$ cat config.mk
export PLATFORM = sky130hd
export DESIGN_NAME = spi_master_interface_flat
export DESIGN_NICKNAME = d
export VERILOG_FILES = /design/src/rtl/spi_pkg.sv /design/src/rtl/spi_master_interface_if.sv /design/src/rtl/spi_shift_reg.sv /design/src/rtl/spi_master_interface.sv /design/src/flat_wrapper.sv
export SDC_FILE = /design/constraint.sdc
export NUM_CORES = 1
export LEC_CHECK = 0
export BUFFER_PORTS_ARGS = -buffer_cell sky130_fd_sc_hd__buf_4
export CORE_UTILIZATION = 40
export CTS_CLUSTER_DIAMETER = 150
export DETAILED_ROUTE_END_ITERATION = 16
export PLACE_DENSITY_LB_ADDON = 0.05
export SETUP_SLACK_MARGIN = 0.1
export SYNTH_ARGS = -nofsm -noshare
export SYNTH_HDL_FRONTEND = slang
export SYNTH_HIERARCHICAL = 1
export SYNTH_SLANG_ARGS = --single-unit
$ cat constraint.sdc
create_clock -name clk -period 2.2 [get_ports clk]
set_input_delay 0.22 -clock clk [delete_from_list [all_inputs] [get_ports clk]]
set_output_delay 0.22 -clock clk [all_outputs]
set_load 0.05 [all_outputs]
$ cat src/rtl/spi_pkg.sv
// Shared constants, FSM encoding and command-word payload for the SPI master.
// Ports: none (package).
package spi_pkg;

  localparam int unsigned WORD_SIZE   = 8;
  localparam int unsigned INPUT_SIZE  = WORD_SIZE + 2;
  localparam int unsigned RD_LATENCY  = 3;
  localparam int unsigned TAIL_CYCLES = 2;
  localparam int unsigned GAP_CYCLES  = 1;
  localparam int unsigned CNT_W       = 5;

  localparam logic [1:0] CMD_WR_ADDR = 2'b00;
  localparam logic [1:0] CMD_WR_DATA = 2'b01;
  localparam logic [1:0] CMD_RD_ADDR = 2'b10;
  localparam logic [1:0] CMD_RD_DATA = 2'b11;

  typedef enum logic [3:0] {
    ST_IDLE,
    ST_LOAD,
    ST_CMD,
    ST_SHIFT,
    ST_TAIL,
    ST_WAIT,
    ST_RECV,
    ST_END,
    ST_GAP
  } state_e;

  // Serialised command word, MSB (cmd[1]) goes out first.
  typedef struct packed {
    logic [1:0]           cmd;
    logic [WORD_SIZE-1:0] din;
  } spi_word_t;

  // True on the last cycle of a phase that lasts len cycles.
  function automatic logic last_cycle(input logic [CNT_W-1:0] cnt, input int unsigned len);
    return cnt == CNT_W'(len - 1);
  endfunction

endpackage

$ cat src/rtl/spi_master_interface_if.sv
// Host-side handshake bundle of the SPI master.
//   start/cmd/din : frame request from the host
//   busy/done     : frame status back to the host
//   rd_data/rd_valid : captured reply of rd-data frames
// Modports: master = host side, slave = SPI master block side.
interface spi_master_interface_if;
  import spi_pkg::*;

  logic                 start;
  logic [1:0]           cmd;
  logic [WORD_SIZE-1:0] din;
  logic                 busy;
  logic                 done;
  logic [WORD_SIZE-1:0] rd_data;
  logic                 rd_valid;

  modport master (
    output start, cmd, din,
    input  busy, done, rd_data, rd_valid
  );

  modport slave (
    input  start, cmd, din,
    output busy, done, rd_data, rd_valid
  );

endinterface

$ cat src/rtl/spi_shift_reg.sv
// Frame shift register: parallel load, shift left with serial input at the LSB.
//   clk, rst_n  : clock, synchronous active-low reset
//   load        : load load_data (wins over shift)
//   shift       : shift left by one, shift_in enters at the LSB
//   msb         : current MSB (serial output)
//   msb_next    : bit that becomes the MSB after the next shift
//   capture_c   : low CAP_W bits as they will be after the next shift
module spi_shift_reg #(
  parameter int unsigned W     = 10,
  parameter int unsigned CAP_W = 8
) (
  input  logic             clk,
  input  logic             rst_n,
  input  logic             load,
  input  logic             shift,
  input  logic [W-1:0]     load_data,
  input  logic             shift_in,
  output logic             msb,
  output logic             msb_next,
  output logic [CAP_W-1:0] capture_c
);

  logic [W-1:0] data_q;

  // Shift/load register.
  always_ff @(posedge clk) begin
    if (!rst_n) begin
      data_q <= '0;
    end else if (load) begin
      data_q <= load_data;
    end else if (shift) begin
      data_q <= {data_q[W-2:0], shift_in};
    end
  end

  assign msb       = data_q[W-1];
  assign msb_next  = data_q[W-2];
  assign capture_c = {data_q[CAP_W-2:0], shift_in};

endmodule

$ cat src/rtl/spi_master_interface.sv
// Host-side SPI master: serialises one {cmd,din} word per accepted start on
// MOSI under SS_n framing and, for rd-data frames, captures the 8-bit MISO reply.
// Ports:
//   clk, rst_n      : clock (also the SPI bit clock), synchronous active-low reset
//   bus (slave)     : start/cmd/din in, busy/done/rd_data/rd_valid out
//   SS_n, MOSI      : slave select (active low) and serial data to the slave
//   MISO            : serial reply from the slave
// Build option SPI_MASTER_AUTO_RD_EN: an rd-addr frame is automatically
// followed by an rd-data frame; only the second frame reports done.
module spi_master_interface
  import spi_pkg::*;
(
  input  logic                  clk,
  input  logic                  rst_n,
  spi_master_interface_if.slave bus,
  output logic                  SS_n,
  output logic                  MOSI,
  input  logic                  MISO
);

  state_e               state_q, state_d;
  logic [CNT_W-1:0]     cnt_q;
  logic [1:0]           cmd_q;
  logic                 chain_c;
  spi_word_t            load_word_c;
  logic                 sr_load_c;
  logic                 sr_shift_c;
  logic                 sr_msb;
  logic                 sr_msb_next;
  logic [WORD_SIZE-1:0] sr_capture_c;
  logic                 ss_n_d;
  logic                 mosi_d;
  logic                 busy_d;
  logic                 done_d;
  logic                 rd_valid_d;
  logic [WORD_SIZE-1:0] rd_data_d;

  // Chain an rd-data frame after an rd-addr frame when the option is built in.
`ifdef SPI_MASTER_AUTO_RD_EN
  assign chain_c = (cmd_q == CMD_RD_ADDR);
`else
  assign chain_c = 1'b0;
`endif

  // Word to load: host request from IDLE, the fixed rd-data word when chaining.
  always_comb begin
    load_word_c.cmd = bus.cmd;
    load_word_c.din = bus.din;
    if (state_q == ST_GAP) begin
      load_word_c.cmd = CMD_RD_DATA;
      load_word_c.din = '0;
    end
  end

  assign sr_load_c  = (state_d == ST_LOAD);
  assign sr_shift_c = (state_q == ST_SHIFT) || (state_q == ST_RECV);

  spi_shift_reg #(
    .W     (INPUT_SIZE),
    .CAP_W (WORD_SIZE)
  ) u_shift (
    .clk       (clk),
    .rst_n     (rst_n),
    .load      (sr_load_c),
    .shift     (sr_shift_c),
    .load_data (load_word_c),
    .shift_in  (MISO),
    .msb       (sr_msb),
    .msb_next  (sr_msb_next),
    .capture_c (sr_capture_c)
  );

  // State register.
  always_ff @(posedge clk) begin
    if (!rst_n) begin
      state_q <= ST_IDLE;
    end else begin
      state_q <= state_d;
    end
  end

  // Next state and next values of the registered outputs.
  always_comb begin
    state_d    = state_q;
    ss_n_d     = 1'b1;
    mosi_d     = 1'b0;
    busy_d     = 1'b0;
    done_d     = 1'b0;
    rd_valid_d = 1'b0;
    rd_data_d  = bus.rd_data;

    unique case (state_q)
      ST_IDLE:  if (bus.start) state_d = ST_LOAD;
      ST_LOAD:  state_d = ST_CMD;
      ST_CMD:   state_d = ST_SHIFT;
      ST_SHIFT: if (last_cycle(cnt_q, INPUT_SIZE))
                  state_d = (cmd_q == CMD_RD_DATA) ? ST_WAIT : ST_TAIL;
      ST_TAIL:  if (last_cycle(cnt_q, TAIL_CYCLES)) state_d = ST_END;
      ST_WAIT:  if (last_cycle(cnt_q, RD_LATENCY)) state_d = ST_RECV;
      ST_RECV:  if (last_cycle(cnt_q, WORD_SIZE)) state_d = ST_END;
      ST_END:   state_d = ST_GAP;
      ST_GAP:   if (last_cycle(cnt_q, GAP_CYCLES))
                  state_d = chain_c ? ST_LOAD : ST_IDLE;
      default:  state_d = ST_IDLE;
    endcase

    ss_n_d = !(state_d inside {ST_LOAD, ST_CMD, ST_SHIFT, ST_TAIL, ST_WAIT, ST_RECV});
    busy_d = (state_d != ST_IDLE);

    // F0 repeats the first word bit taken straight from the load word; once
    // shifting is under way the next MSB is the bit below the current one.
    if (state_d == ST_LOAD) begin
      mosi_d = load_word_c.cmd[1];
    end else if (state_d inside {ST_CMD, ST_SHIFT}) begin
      mosi_d = (state_q == ST_SHIFT) ? sr_msb_next : sr_msb;
    end

    done_d     = (state_d == ST_END) && !chain_c;
    rd_valid_d = done_d && (cmd_q == CMD_RD_DATA);
    // The last MISO bit is sampled on the same edge that enters END.
    if (rd_valid_d) rd_data_d = sr_capture_c;
  end

  // Phase counter (restarts on every state change, saturates) and latched command.
  always_ff @(posedge clk) begin
    if (!rst_n) begin
      cnt_q <= '0;
      cmd_q <= CMD_WR_ADDR;
    end else begin
      if (state_d != state_q) begin
        cnt_q <= '0;
      end else if (cnt_q != '1) begin
        cnt_q <= cnt_q + CNT_W'(1);
      end
      if (state_d == ST_LOAD) cmd_q <= load_word_c.cmd;
    end
  end

  // Registered outputs.
  always_ff @(posedge clk) begin
    if (!rst_n) begin
      SS_n         <= 1'b1;
      MOSI         <= 1'b0;
      bus.busy     <= 1'b0;
      bus.done     <= 1'b0;
      bus.rd_valid <= 1'b0;
      bus.rd_data  <= '0;
    end else begin
      SS_n         <= ss_n_d;
      MOSI         <= mosi_d;
      bus.busy     <= busy_d;
      bus.done     <= done_d;
      bus.rd_valid <= rd_valid_d;
      bus.rd_data  <= rd_data_d;
    end
  end

endmodule

$ cat src/flat_wrapper.sv
// flat-port wrapper written by rule: the top's interface ports become plain ports
module spi_master_interface_flat import spi_pkg::*;
  (clk, rst_n, SS_n, MOSI, MISO, bus_start, bus_cmd, bus_din, bus_busy, bus_done, bus_rd_data, bus_rd_valid);
  spi_master_interface_if bus_i ();
  input  logic clk;
  input  logic rst_n;
  output logic SS_n;
  output logic MOSI;
  input  logic MISO;
  input wire logic [$bits(bus_i.start)-1:0] bus_start;
  input wire logic [$bits(bus_i.cmd)-1:0] bus_cmd;
  input wire logic [$bits(bus_i.din)-1:0] bus_din;
  output wire logic [$bits(bus_i.busy)-1:0] bus_busy;
  output wire logic [$bits(bus_i.done)-1:0] bus_done;
  output wire logic [$bits(bus_i.rd_data)-1:0] bus_rd_data;
  output wire logic [$bits(bus_i.rd_valid)-1:0] bus_rd_valid;
  assign bus_i.start = bus_start;
  assign bus_i.cmd = bus_cmd;
  assign bus_i.din = bus_din;
  assign bus_busy = bus_i.busy;
  assign bus_done = bus_i.done;
  assign bus_rd_data = bus_i.rd_data;
  assign bus_rd_valid = bus_i.rd_valid;
  spi_master_interface u_core (.clk(clk), .rst_n(rst_n), .bus(bus_i), .SS_n(SS_n), .MOSI(MOSI), .MISO(MISO));
endmodule
**After elaboration in Yosys (flattened, before gate mapping)**

Cells that the tools add are included.

- Equality and inequality tests: 22
- Muxes and demuxes: 14
- Add/subtract/negate cells: 1
- Bitwise operators: 1
- Reduce and logical (&&, ||, !) cells: 10

Operators by type and width:

| operator | number |
|---|---|
| one-hot mux 4 bit (9 select lines) | 1 |
| == test 4 x 3 -> 1 bit (second input constant) | 8 |
| two-way mux 10 bit | 3 |
| two-way mux 4 bit | 6 |
| == test 4 x 2 -> 1 bit (second input constant) | 4 |
| == test 4 x 1 -> 1 bit (second input constant) | 2 |
| nonzero test 6 bit | 1 |
| adder 5 x 1 -> 5 bit (second input constant) | 1 |
| == test 5 x 1 -> 1 bit (second input constant) | 1 |
| == test 5 x 2 -> 1 bit (second input constant) | 1 |
| == test 5 x 3 -> 1 bit (second input constant) | 1 |
| == test 5 x 4 -> 1 bit (second input constant) | 1 |
| zero test 5 bit | 1 |
| inequality test 5 bit (second input constant) | 1 |
| == test 4 bit (second input constant) | 1 |
| zero test 4 bit | 1 |
| two-way mux 1 bit | 4 |
| inequality test 4 bit | 1 |
| nonzero test 2 bit | 2 |
| nonzero test 4 bit | 1 |
| == test 2 bit (second input constant) | 1 |
| OR reduction 2 bit | 1 |
| logical AND 1 bit | 1 |
| zero test 1 bit | 1 |
| other kinds (2) | 2 |

- Output and inout port bits: 13
- Logic and storage cells: 58
- Register bits: 34
- Input port bits: 14

**Depth between registers and ports, before layout**

Gate-level depths: netlist (run 1).

- Word-level depth: 8
- Depth in mapped cells: 8
- Gate-level depth less buffers: 7

**By module**

The synthesis (run 1) kept the hierarchy.

Modules (own cells, without submodules):

| module | area each (um^2) | cells an instance | sequential area each (um^2) | instances |
|---|---|---|---|---|
| spi_master_interface | 1390.1 | 161 | 480.5 | 1 |
| spi_shift_reg | 598.1 | 52 | 200.2 | 1 |

**Worst setup path after synthesis (run 1)**

No wires, ideal clock.

- Path kind: reg-to-reg
- From: register u_core.state_q[0]
- To: register u_core.u_shift.data_q[0]
- Stages on the path, launching flop included: 7
- Setup slack: 0.368 ns
- Clock period less this slack: 1.832 ns
- Library setup time: 0.059 ns
- Arrival time: 1.774 ns
- Data required time: 2.141 ns
- Buffers on the path: 3
- Path through: dfxtp_1 > buf_2 > or3_1 > nor3b_2 > buf_2 > buf_2 > o211a_1

- Cells in the longest elaborated chain, start to end: 4
- Elaborated cells on any way between the ends: 21
- Those cells by class: eq/ne (9); mux (9); reduce/logical (3)

RTL lines:

| what | RTL line | RTL |
|---|---|---|
| from (decl) | spi_master_interface.sv:21 | `state_e state_q, state_d;` |
| from (signal assigned) | spi_master_interface.sv:78 | `state_q <= state_d;` |
| == test 4 bit, or another cell as far along | spi_master_interface.sv:92 | `unique case (state_q)` |
| one-hot mux 4 bit (9 select lines) (*) | spi_master_interface.sv:92 |  |
| == test 4 x 1 -> 1 bit (*) | spi_master_interface.sv:55 | `assign sr_load_c = (state_d == ST_LOAD);` |
| named net u_core.sr_load_c | spi_master_interface.sv:26 | `logic sr_load_c;` |
| two-way mux 10 bit or nonzero test 2 bit (tied branches) | - |  |
| to (signal assigned) | spi_shift_reg.sv:30 | `data_q <= load_data;` |
| to (signal assigned) | spi_shift_reg.sv:32 | `data_q <= {data_q[W-2:0], shift_in};` |
| to (decl) | spi_shift_reg.sv:23 | `logic [W-1:0] data_q;` |

Mark *: on every way through the listed nets, which the timed path passes. The rest lies on a longest branch.
A chain may end at the register's enable or synchronous reset.

**Final worst setup path (run 1)**

- From: register u_core.cnt_q[1]
- To: register u_core.MOSI

- Cells in the longest elaborated chain, start to end: 7
- Elaborated cells on any way between the ends: 17
- Those cells by class: eq/ne (7); mux (8); reduce/logical (2)

RTL lines:

| what | RTL line | RTL |
|---|---|---|
| from (decl) | spi_master_interface.sv:22 | `logic [CNT_W-1:0] cnt_q;` |
| from (signal assigned) | spi_master_interface.sv:133 | `cnt_q <= cnt_q + CNT_W'(1);` |
| == test 5 x 3 -> 1 bit, or another cell as far along | spi_pkg.sv:37 | `return cnt == CNT_W'(len - 1);` |
| two-way mux 4 bit, on equally long branches | - |  |
| one-hot mux 4 bit (9 select lines) (*) | spi_master_interface.sv:92 |  |
| == test 4 x 2 -> 1 bit | spi_master_interface.sv:114 | `end else if (state_d inside {ST_CMD, ST_SHIFT}) begin` |
| nonzero test 2 bit | spi_master_interface.sv:114 |  |
| two-way mux 1 bit | spi_master_interface.sv:114 |  |
| two-way mux 1 bit (*) | spi_master_interface.sv:112 | `if (state_d == ST_LOAD) begin` |
| to (signal assigned) | spi_master_interface.sv:150 | `MOSI <= mosi_d;` |
| to (decl) | spi_master_interface.sv:17 | `output logic MOSI,` |

Every way passes the cells marked *; elsewhere a longest branch is shown, timed or not.

==> flow_summary.json, run 1 <==
{
  "clock-sinks": 34,
  "netlist_instances": 213,
  "cts-buffers-inserted": 5,
  "dieArea_sq_um": 5260,
  "drv_slew": 0,
  "root_buffer": "clkbuf_8",
  "setup_viol_count_final": 0,
  "fp.dieH_microns": 72.5,
  "wire_per_inst_microns": 13.8,
  "via_count": 1509,
  "grt_pass1_wl_microns": 6730,
  "total_leakage_power_nw": 1.00,
  "grt.overflow.total": 0,
  "slowest_stage": "dfxtp_1",
  "antenna-diode-count": 0,
  "yosysSeqAreaShare": 0.342,
  "antenna_left": 0,
  "whs_ns": 0.216,
  "clk_pin_slew_ns": 0.07,
  "path_max_fanout": 5,
  "path_cells": "inv_1, ha_1, and4bb_2, a211o_1, a31o_1, o211ai_1, a21oi_1",
  "synthTopCellsByArea": "dfxtp_1 (34%), mux2_4 (7.6%), mux2i_1 (6.0%)",
  "ys_top_cells_by_count": "dfxtp_1 (34), nand2_1 (26), nor2_1 (14)",
  "synth_fp_nets": 232,
  "cts_tree": "yes",
  "core.rowCount": 25,
  "synth-edff-count": 0,
  "ioPinCount": 27,
  "final_nets": 250,
  "clock_path_buffers": 2,
  "grtUsageTotal": 0.167,
  "ys.flop_type": "dfxtp_1",
  "drive_gt1_frac": 0.263,
  "postCtsSetupRepairBufs": 0,
  "critPathMaxStageDelay_ns": 0.40,
  "grt_pass1_vias": 1426,
  "routed_wl_microns": 4130,
  "place_congestion": 0.819,
  "cp-start-kind": "flop",
  "cp_top_family": "compound AO/OA/AOI/OAI gates",
  "clk_latency_ns": 0.28,
  "min_period_ns": 1.94,
  "synth_area_leader_cell": "dfxtp_1",
  "cts-htree-levels": 2,
  "critPathKind": "reg2reg",
  "rsz0062_at_grt": "false",
  "synth_cell_type_count": 50,
  "first_pass_iters": 4,
  "critPathCaptureType": "flop",
  "dp.cells": 291,
  "instances_no_fill": 299,
  "skew_ns": 0.00468,
  "cp.arrival_ns": 2.10,
  "hold_viol_final": 0,
  "drcViolationCount": 0,
  "die_x_microns": 72.5,
  "synthArstFlopShare": 0,
  "synth_top_area_frac": 0.342,
  "synth.most_common_cell": "dfxtp_1",
  "area_growth_pct": 14.1,
  "worstMarginPinSlew_ns": 0.411,
  "hp-class": "in2reg",
  "drtIter0Drc": 139,
  "maxCapViolCount": 0,
  "timing.fmax_mhz": 516,
  "irDropWorstVdd_mv": 0.308,
  "synth-seq-cells": 34,
  "path_buf_inv": 1,
  "synth.avg_cell_area_sq_um": 9.33,
  "final_util": 0.477,
  "core-area_sq_um": 4750,
  "antenna_found_initial": 0,
  "setup-tns-final_ns": 0,
  "netlist_area_sq_um": 1990,
  "status": "finished clean",
  "dp_hpwl_microns": 2960,
  "max-slew-margin-rel": 0.722,
  "timing.final.crit_share": 0.880,
  "port_buffers": 26,
  "required_ns": 2.37,
  "grt_max_degree": 33,
  "ys_warn_count": 6,
  "vias_per_cell": 5.05,
  "powerDensity_nw_per_um2": 644,
  "initial_utilization": 0.418
}
[sequential cells by signal, indices dropped and copies added (netlist names)]
signal,flops
u_core/bus.rd_data,8
u_core/u_shift/data_q,10
u_core/SS_n,1
u_core/cnt_q,5
u_core/bus.rd_valid,1
u_core/state_q,4
u_core/bus.busy,1
u_core/MOSI,1
u_core/cmd_q,2
u_core/bus.done,1
[repair_timing]
item | 4_1_cts | 5_1_grt
gates resized for setup | 0 | 2
hold buffers | 0 | 0
setup endpoints to repair | 0 | 15
[final timing paths]
check | startpoint | end | slack [ns] | cells after the start
max | u_core/cnt_q[1]$_SDFFE_PP0P_ | u_core/MOSI$_SDFF_PN0_ | 0.26 | 7
min | MISO | u_core/bus.rd_data[0]$_SDFFE_PN0P_ | 0.22 | 3
max reg2reg | u_core/cnt_q[1]$_SDFFE_PP0P_ | u_core/MOSI$_SDFF_PN0_ | 0.26 | 7
min reg2reg | u_core/bus.rd_data[1]$_SDFFE_PN0P_ | u_core/bus.rd_data[1]$_SDFFE_PN0P_ | 0.46 | 2
[logic make-up (layout without fill, tap and decap cells)]
logic type | Yosys count | in the layout | synth area share
AOI/OAI and AO/OA | 36 | 36 | 0.159
xor gates and xnor gates | 4 | 4 | 0.0176
adders and majority gates | 5 | 5 | 0.0315
buffers and inverters | 26 | 45 | 0.0787
DFF | 34 | 34 | 0.342
muxes | 24 | 24 | 0.147
and+or+nand+nor | 84 | 84 | 0.224
[power by group]
group | internal [W] | total (W) | switching (W)
Combinational | 0.000141 | 0.000288 | 0.000147
Sequential | 0.000656 | 0.000695 | 0.0000392
Clock | 0.000251 | 0.000478 | 0.000227
Total | 0.00105 | 0.00146 | 0.000413
[cell type report]
| class | count | area [sq um] |
|---|---|---|
| well taps | 67 | 83.8 |
| clock inverters | 2 | 12.5 |
| inverters | 6 | 22.5 |
| flip-flops and latches | 34 | 682 |
| repair buffers | 31 | 233 |
| clock buffers | 6 | 82.6 |
| fillers | 487 | 2490 |
| multi-input cells | 153 | 1150 |
[tightest hold or removal path, stage by stage]
cell     delay, ns
buf_4         0.12
nand2_1       0.05
mux2i_1       0.06
[metrics by stage]
stage / area, sq um / power (W) / worst slack, ns
2_1_floorplan: 1990 / 0.000941 / 0.368
3_3_place_gp: 2170 / 0.000990 / 0.268
4_1_cts: 2270 / 0.00148 / 0.217
6_report: 2270 / 0.00146 / 0.263
5_1_grt: 2270 / 0.00154 / 0.105
3_5_place_dp: 2170 / 0.000994 / 0.230
[cell usage in the layout, fill, tap and decap left out, types with 3 or more instances in the layout]
cell type	instances
mux2_4	10
nand2_1	26
dfxtp_1	33
nor2_1	14
buf_4	31
o21ai_0	3
inv_1	4
a31oi_1	3
mux2i_1	12
a21oi_1	3
nor2b_1	10
ha_1	5
o211a_1	10
xor2_1	3
nor3_1	6
nand2b_1	13
clkbuf_8	6
[routing by layer]
layer | track usage | wire length (microns)
met1 | 0.234 | 2120
met5 | 0 | 0
met3 | 0.0472 | 172
met4 | 0.0566 | 38
met2 | 0.245 | 1790
Power figures use the tool's default switching activity.
==> inputs of run 2 (changes only) <==
--- a/config.mk
+++ b/config.mk
@@ -10,6 +10,7 @@
 export CTS_CLUSTER_DIAMETER = 150
 export DETAILED_ROUTE_END_ITERATION = 16
 export PLACE_DENSITY_LB_ADDON = 0.05
+export RECOVER_POWER = 50
 export SETUP_SLACK_MARGIN = 0.1
 export SYNTH_ARGS = -nofsm -noshare
 export SYNTH_HDL_FRONTEND = slang
==> flow_summary.json, run 2 (synthesized netlist as in run 1, its figures left out) <==
{
  "maxCapViolCount": 0,
  "top_register": "u_core/u_shift/data_q",
  "grt_pass1_wl_microns": 6730,
  "r2r_slack_ns": 0.22,
  "cp.arrival_ns": 2.16,
  "grt_pass1_vias": 1426,
  "dieArea_sq_um": 5260,
  "largestRegisters": "u_core/u_shift/data_q x10, u_core/bus.rd_data x8, u_core/cnt_q x5",
  "setup_viol_count_final": 0,
  "final_nets": 250,
  "hold_end": "u_core/bus.rd_data[0]$_SDFFE_PN0P_",
  "holdPathStages": 3,
  "final_util": 0.466,
  "grt.overflow.total": 0,
  "timing.fmax_mhz": 505,
  "swShare": 0.285,
  "pwr-share-seq": 0.478,
  "required_ns": 2.38,
  "grt_max_degree": 33,
  "holdCritStartpoint": "MISO",
  "timing.rr.start": "u_core/state_q[0]$_SDFF_PN0_",
  "setup-tns-final_ns": 0,
  "rsz0062_at_grt": "false",
  "hp-class": "in2reg",
  "mostFrequentLayoutCell": "dfxtp_1",
  "skew_ns": 0.00448,
  "status": "finished clean",
  "rr_endpoint": "u_core/u_shift/data_q[0]$_SDFFE_PN0P_",
  "die_x_microns": 72.5,
  "worstMarginPinSlew_ns": 0.608,
  "total_leakage_power_nw": 0.945,
  "whs_ns": 0.216,
  "powerDensity_nw_per_um2": 655,
  "drcViolationCount": 0,
  "initial_utilization": 0.418,
  "clock-sinks": 34,
  "fp.dieH_microns": 72.5,
  "via_count": 1510,
  "wire_per_inst_microns": 13.8,
  "dp_hpwl_microns": 2960,
  "max-slew-margin-rel": 0.596,
  "first_pass_iters": 4,
  "finalInstanceArea_sq_um": 2220,
  "root_buffer": "clkbuf_8",
  "antenna_found_initial": 0,
  "hold_viol_final": 0,
  "dp_slack_ns": 0.230,
  "r2r_cells": 5,
  "place_congestion": 0.819,
  "core.rowCount": 25,
  "postCtsSetupRepairBufs": 0,
  "drtIter0Drc": 96,
  "ioPinCount": 27,
  "clk_pin_slew_ns": 0.07,
  "timing.final.crit_share": 0.900,
  "critPathCaptureType": "flop",
  "min_period_ns": 1.98,
  "cts-htree-levels": 2,
  "final_cell_mix": "dfxtp_1 (33), nand2_1 (26), buf_4 (17)",
  "cp-start-kind": "flop",
  "cts-buffers-inserted": 5,
  "vias_per_cell": 5.05,
  "largest_register_ffs": 10,
  "clkPwrFrac": 0.329,
  "area_growth_pct": 11.5,
  "antenna_left": 0,
  "port_buffers": 26,
  "cts_tree": "yes",
  "critPathKind": "reg2reg",
  "clock_path_buffers": 2,
  "clk_latency_ns": 0.28,
  "post_dp_cell_area_sq_um": 2170,
  "routed_wl_microns": 4140,
  "power.internal_w": 0.00104,
  "grtUsageTotal": 0.167,
  "antenna-diode-count": 0,
  "drive_gt1_frac": 0.198,
  "irDropWorstVdd_mv": 0.300,
  "drv_slew": 0,
  "cts_hold_buf": 0,
  "core-area_sq_um": 4750,
  "switchingPower_w": 0.000413,
  "comb_power_share": 0.193,
  "path_max_fanout": 11,
  "setup_ws_ns": 0.220
}
-- run 2: cell count changes in the layout (fill, tap and decap cells not counted), sizes merged --
cell / previous run / this run
clkbuf: 6 / 20
buf: 31 / 17
-- run 2: metal layers --
| metal | share of wire | vias to the layer above | track usage |
|---|---|---|---|
| li1 | - | 772 | - |
| met2 | 0.43 | 39 | 0.245 |
| met1 | 0.52 | 695 | 0.234 |
| met5 | 0 | - | 0 |
| met3 | 0.042 | 4 | 0.0472 |
| met4 | 0.0092 | 0 | 0.0566 |
-- run 2: what timing repair did --
item                                    in CTS  in global routing
resized for setup                            0                  2
endpoints found under the setup margin       0                 15
endpoints found under the hold margin        0                  0
-- run 2: how the worst max path moves through the flow --
stage / cells past startpoint / from / end / slack (ns)
6_report: 5 / u_core/state_q[0]$_SDFF_PN0_ / u_core/u_shift/data_q[0]$_SDFFE_PN0P_ / 0.22
3_3_place_gp: 4 / u_core/state_q[2]$_SDFF_PN0_ / u_core/u_shift/data_q[4]$_SDFFE_PN0P_ / 0.27
3_5_place_dp: 4 / u_core/state_q[0]$_SDFF_PN0_ / u_core/u_shift/data_q[2]$_SDFFE_PN0P_ / 0.23
2_1_floorplan: 6 / u_core/state_q[0]$_SDFF_PN0_ / u_core/u_shift/data_q[0]$_SDFFE_PN0P_ / 0.37
4_1_cts: 4 / u_core/state_q[0]$_SDFF_PN0_ / u_core/u_shift/data_q[2]$_SDFFE_PN0P_ / 0.22
5_1_grt: 7 / u_core/cnt_q[0]$_SDFFE_PP0P_ / u_core/bus.rd_data[5]$_SDFFE_PN0P_ / 0.11
-- run 2: critical path: stages, from the launching register on --
cell,delay [ns]
dfxtp_1,0.42
or3_1,0.51
nor3b_2,0.38
clkbuf_1,0.32
nand2b_1,0.11
o211a_1,0.14
-- run 2: stage by stage --
stage	total power [W]	std cells
2_1_floorplan	0.000941	213
3_3_place_gp	0.000990	291
3_5_place_dp	0.000994	291
4_1_cts	0.00148	299
5_1_grt	0.00153	299
6_report	0.00145	299
-- run 2: layout make-up --
cell class / instances / area [sq um]
Clock inverter: 2 / 12.5
Fill cell: 496 / 2540
Clock buffer: 6 / 82.6
Inverter: 6 / 22.5
Multi-Input combinational cell: 153 / 1150
Timing Repair Buffer: 31 / 180
Sequential cell: 34 / 682
Tap cell: 67 / 83.8
-- run 2: power groups by stage --
stage / logic [W] / clock network [W] / registers (W)
after floorplan: 0.000224 / 0 / 0.000717
after detailed placement: 0.000287 / 0 / 0.000708
final: 0.000280 / 0.000478 / 0.000695
after CTS: 0.000288 / 0.000497 / 0.000694
after global placement: 0.000282 / 0 / 0.000708
after global routing: 0.000307 / 0.000521 / 0.000701
==> inputs of run 3 (changes only) <==
--- a/config.mk
+++ b/config.mk
@@ -5,6 +5,7 @@
 export SDC_FILE = /design/constraint.sdc
 export NUM_CORES = 1
 export LEC_CHECK = 0
+export ABC_AREA = 1
 export BUFFER_PORTS_ARGS = -buffer_cell sky130_fd_sc_hd__buf_4
 export CORE_UTILIZATION = 40
 export CTS_CLUSTER_DIAMETER = 150
==> flow_summary.json, run 3 <==
{
  "place_congestion": 0.882,
  "largest_register_ffs": 10,
  "dieArea_sq_um": 5240,
  "timing.final.crit_share": 0.818,
  "maxCapViolCount": 0,
  "core.rowCount": 25,
  "antenna-diode-count": 0,
  "synth_xor_area_frac": 0.0177,
  "critPathMaxStageDelay_ns": 0.34,
  "setup-tns-final_ns": 0,
  "max-slew-margin-rel": 0.599,
  "first_pass_iters": 4,
  "wire_per_inst_microns": 10.4,
  "rsz0062_at_grt": "false",
  "core-area_sq_um": 4750,
  "setup_viol_count_final": 0,
  "synth_top_area_frac": 0.343,
  "routed_wl_microns": 4040,
  "slowest_stage": "dfxtp_1",
  "synthMuxAreaShare": 0,
  "cts_resized": 0,
  "synth_fp_nets": 320,
  "clock-sinks": 34,
  "cp_top_family": "simple AND/OR/NAND/NOR gates",
  "ys.flop_type": "dfxtp_1",
  "path_max_fanout": 7,
  "grt_pass1_wl_microns": 6830,
  "cp.arrival_ns": 1.96,
  "ys_top_cells_by_count": "nand2_1 (84), inv_1 (42), nor2_1 (41)",
  "min_period_ns": 1.80,
  "r2r_slack_ns": 0.40,
  "synth_area_leader_cell": "dfxtp_1",
  "synth.most_common_cell": "nand2_1",
  "skew_ns": 0.00854,
  "grt.overflow.total": 0,
  "synth_adder_area_share": 0.0315,
  "dp_hpwl_microns": 2920,
  "clock_path_buffers": 2,
  "critPathCaptureType": "flop",
  "synthSimpleGateAreaFrac": 0.410,
  "area_growth_pct": 12.6,
  "irDropWorstVdd_mv": 0.525,
  "grt_max_degree": 22,
  "synth_cell_type_count": 30,
  "hold_viol_final": 0,
  "cts-htree-levels": 2,
  "via_count": 1742,
  "mostFrequentLayoutCell": "nand2_1",
  "path_cells": "inv_1, ha_1, nand2_1, nor2_1, nor2_1, nor2_1, nand3_2, inv_1, nand2_1, nand2_1, nor2_1, nand2_1, nor2_1",
  "path_buf_inv": 2,
  "final_nets": 340,
  "netlist_instances": 301,
  "synth-compound-area-share": 0.0397,
  "total_leakage_power_nw": 1.12,
  "dp.cells": 381,
  "synthTopCellsByArea": "dfxtp_1 (34%), nand2_1 (16%), inv_1 (7.9%)",
  "grtUsageTotal": 0.170,
  "whs_ns": 0.175,
  "drcViolationCount": 0,
  "status": "finished clean",
  "synth-seq-cells": 34,
  "timing.fmax_mhz": 556,
  "antenna_found_initial": 0,
  "synthArstFlopShare": 0,
  "vias_per_cell": 4.48,
  "clk_pin_slew_ns": 0.07,
  "synth_top_family_by_area": "simple AND/OR/NAND/NOR gates",
  "critPathKind": "reg2reg",
  "port_buffers": 26,
  "postCtsSetupRepairBufs": 0,
  "final_cell_mix": "nand2_1 (85), inv_1 (42), nor2_1 (42)",
  "cts_tree": "yes",
  "root_buffer": "clkbuf_8",
  "cts-buffers-inserted": 5,
  "cp-start-kind": "flop",
  "ioPinCount": 27,
  "synth.avg_cell_area_sq_um": 6.59,
  "clk_latency_ns": 0.28,
  "top_register": "u_core/u_shift/data_q",
  "yosysSeqAreaShare": 0.343,
  "fp.dieH_microns": 72.4,
  "initial_utilization": 0.417,
  "die_x_microns": 72.4,
  "drtIter0Drc": 125,
  "synth-edff-count": 0,
  "path_common_cell": "nor2_1",
  "netlist_area_sq_um": 1980,
  "instances_no_fill": 389,
  "drv_slew": 0,
  "drive_gt1_frac": 0.158,
  "ys_warn_count": 6,
  "cts_hold_buf": 0,
  "antenna_left": 0,
  "required_ns": 2.36,
  "hp-class": "in2reg",
  "largestRegisters": "u_core/u_shift/data_q x10, u_core/bus.rd_data x8, u_core/cnt_q x5",
  "grt_pass1_vias": 1481,
  "powerDensity_nw_per_um2": 808,
  "worstMarginPinSlew_ns": 0.605
}
run 3: cell count changes after synthesis, sizes merged, moves of 12 or more:
cell	before	now
nand2	26	89
inv	5	47
nand3	1	27
nor2	15	55
mux2	12	0
nand2b	13	0
mux2i	12	0
run 3: cell families after synthesis:
kind of cell | count (synthesis)
buffers and inverters | 64
xor gates and xnor gates | 4
DFF | 34
AOI/OAI and AO/OA | 14
and+or+nand+nor | 180
adders and majority gates | 5
run 3: worst register-to-register path, delay by kind of cell, from the launching register on:
family / cells / cell delay [ns]
and+or+nand+nor: 10 / 0.97
DFF: 1 / 0.34
buffers and inverters: 2 / 0.22
adders and majority gates: 1 / 0.17
run 3: layer usage:
metal  vias up  routed length (microns)  global-route usage  part of all wire
met5         -                        0                   0                 0
met4         0                       65              0.0763             0.016
met3         6                      207              0.0458             0.051
met2        39                     1630               0.235              0.40
met1       759                     2140               0.246              0.53
li1        938                        -                   -                 -
run 3: stage by stage:
stage	setup slack [ns]	cell area (sq um)	util	total power [W]
final	0.400	2230	0.470	0.00180
after global routing	0.144	2230	0.470	0.00192
after detailed placement	0.425	2150	0.452	0.00112
after global placement	0.468	2150	0.452	0.00112
after CTS	0.426	2290	0.482	0.00184
after floorplan	0.612	1980	-	0.00104
run 3: area by class of cell:
cell class,count,area (sq um)
sequential,34,681
fill,542,2520
inverter,49,184
tap,67,83.8
clock buffer,6,82.6
multi-input combinational,203,985
timing repair buffer,28,158
clock inverter,2,60.1
run 3: final timing paths:
check / startpoint / end / cells past startpoint
min reg2reg: u_core/cmd_q[1]$_SDFFE_PN0N_ / u_core/cmd_q[1]$_SDFFE_PN0N_ / 2
max reg2reg: u_core/cnt_q[1]$_SDFFE_PP0P_ / u_core/cnt_q[1]$_SDFFE_PP0P_ / 13
max: u_core/cnt_q[1]$_SDFFE_PP0P_ / u_core/cnt_q[1]$_SDFFE_PP0P_ / 13
min: MISO / u_core/bus.rd_data[0]$_SDFFE_PN0P_ / 3
run 3: report_power, final:
group | switching [W] | internal [W]
sequential | 0.0000440 | 0.000667
clock | 0.000220 | 0.000483
combinational | 0.000263 | 0.000128
total | 0.000527 | 0.00128
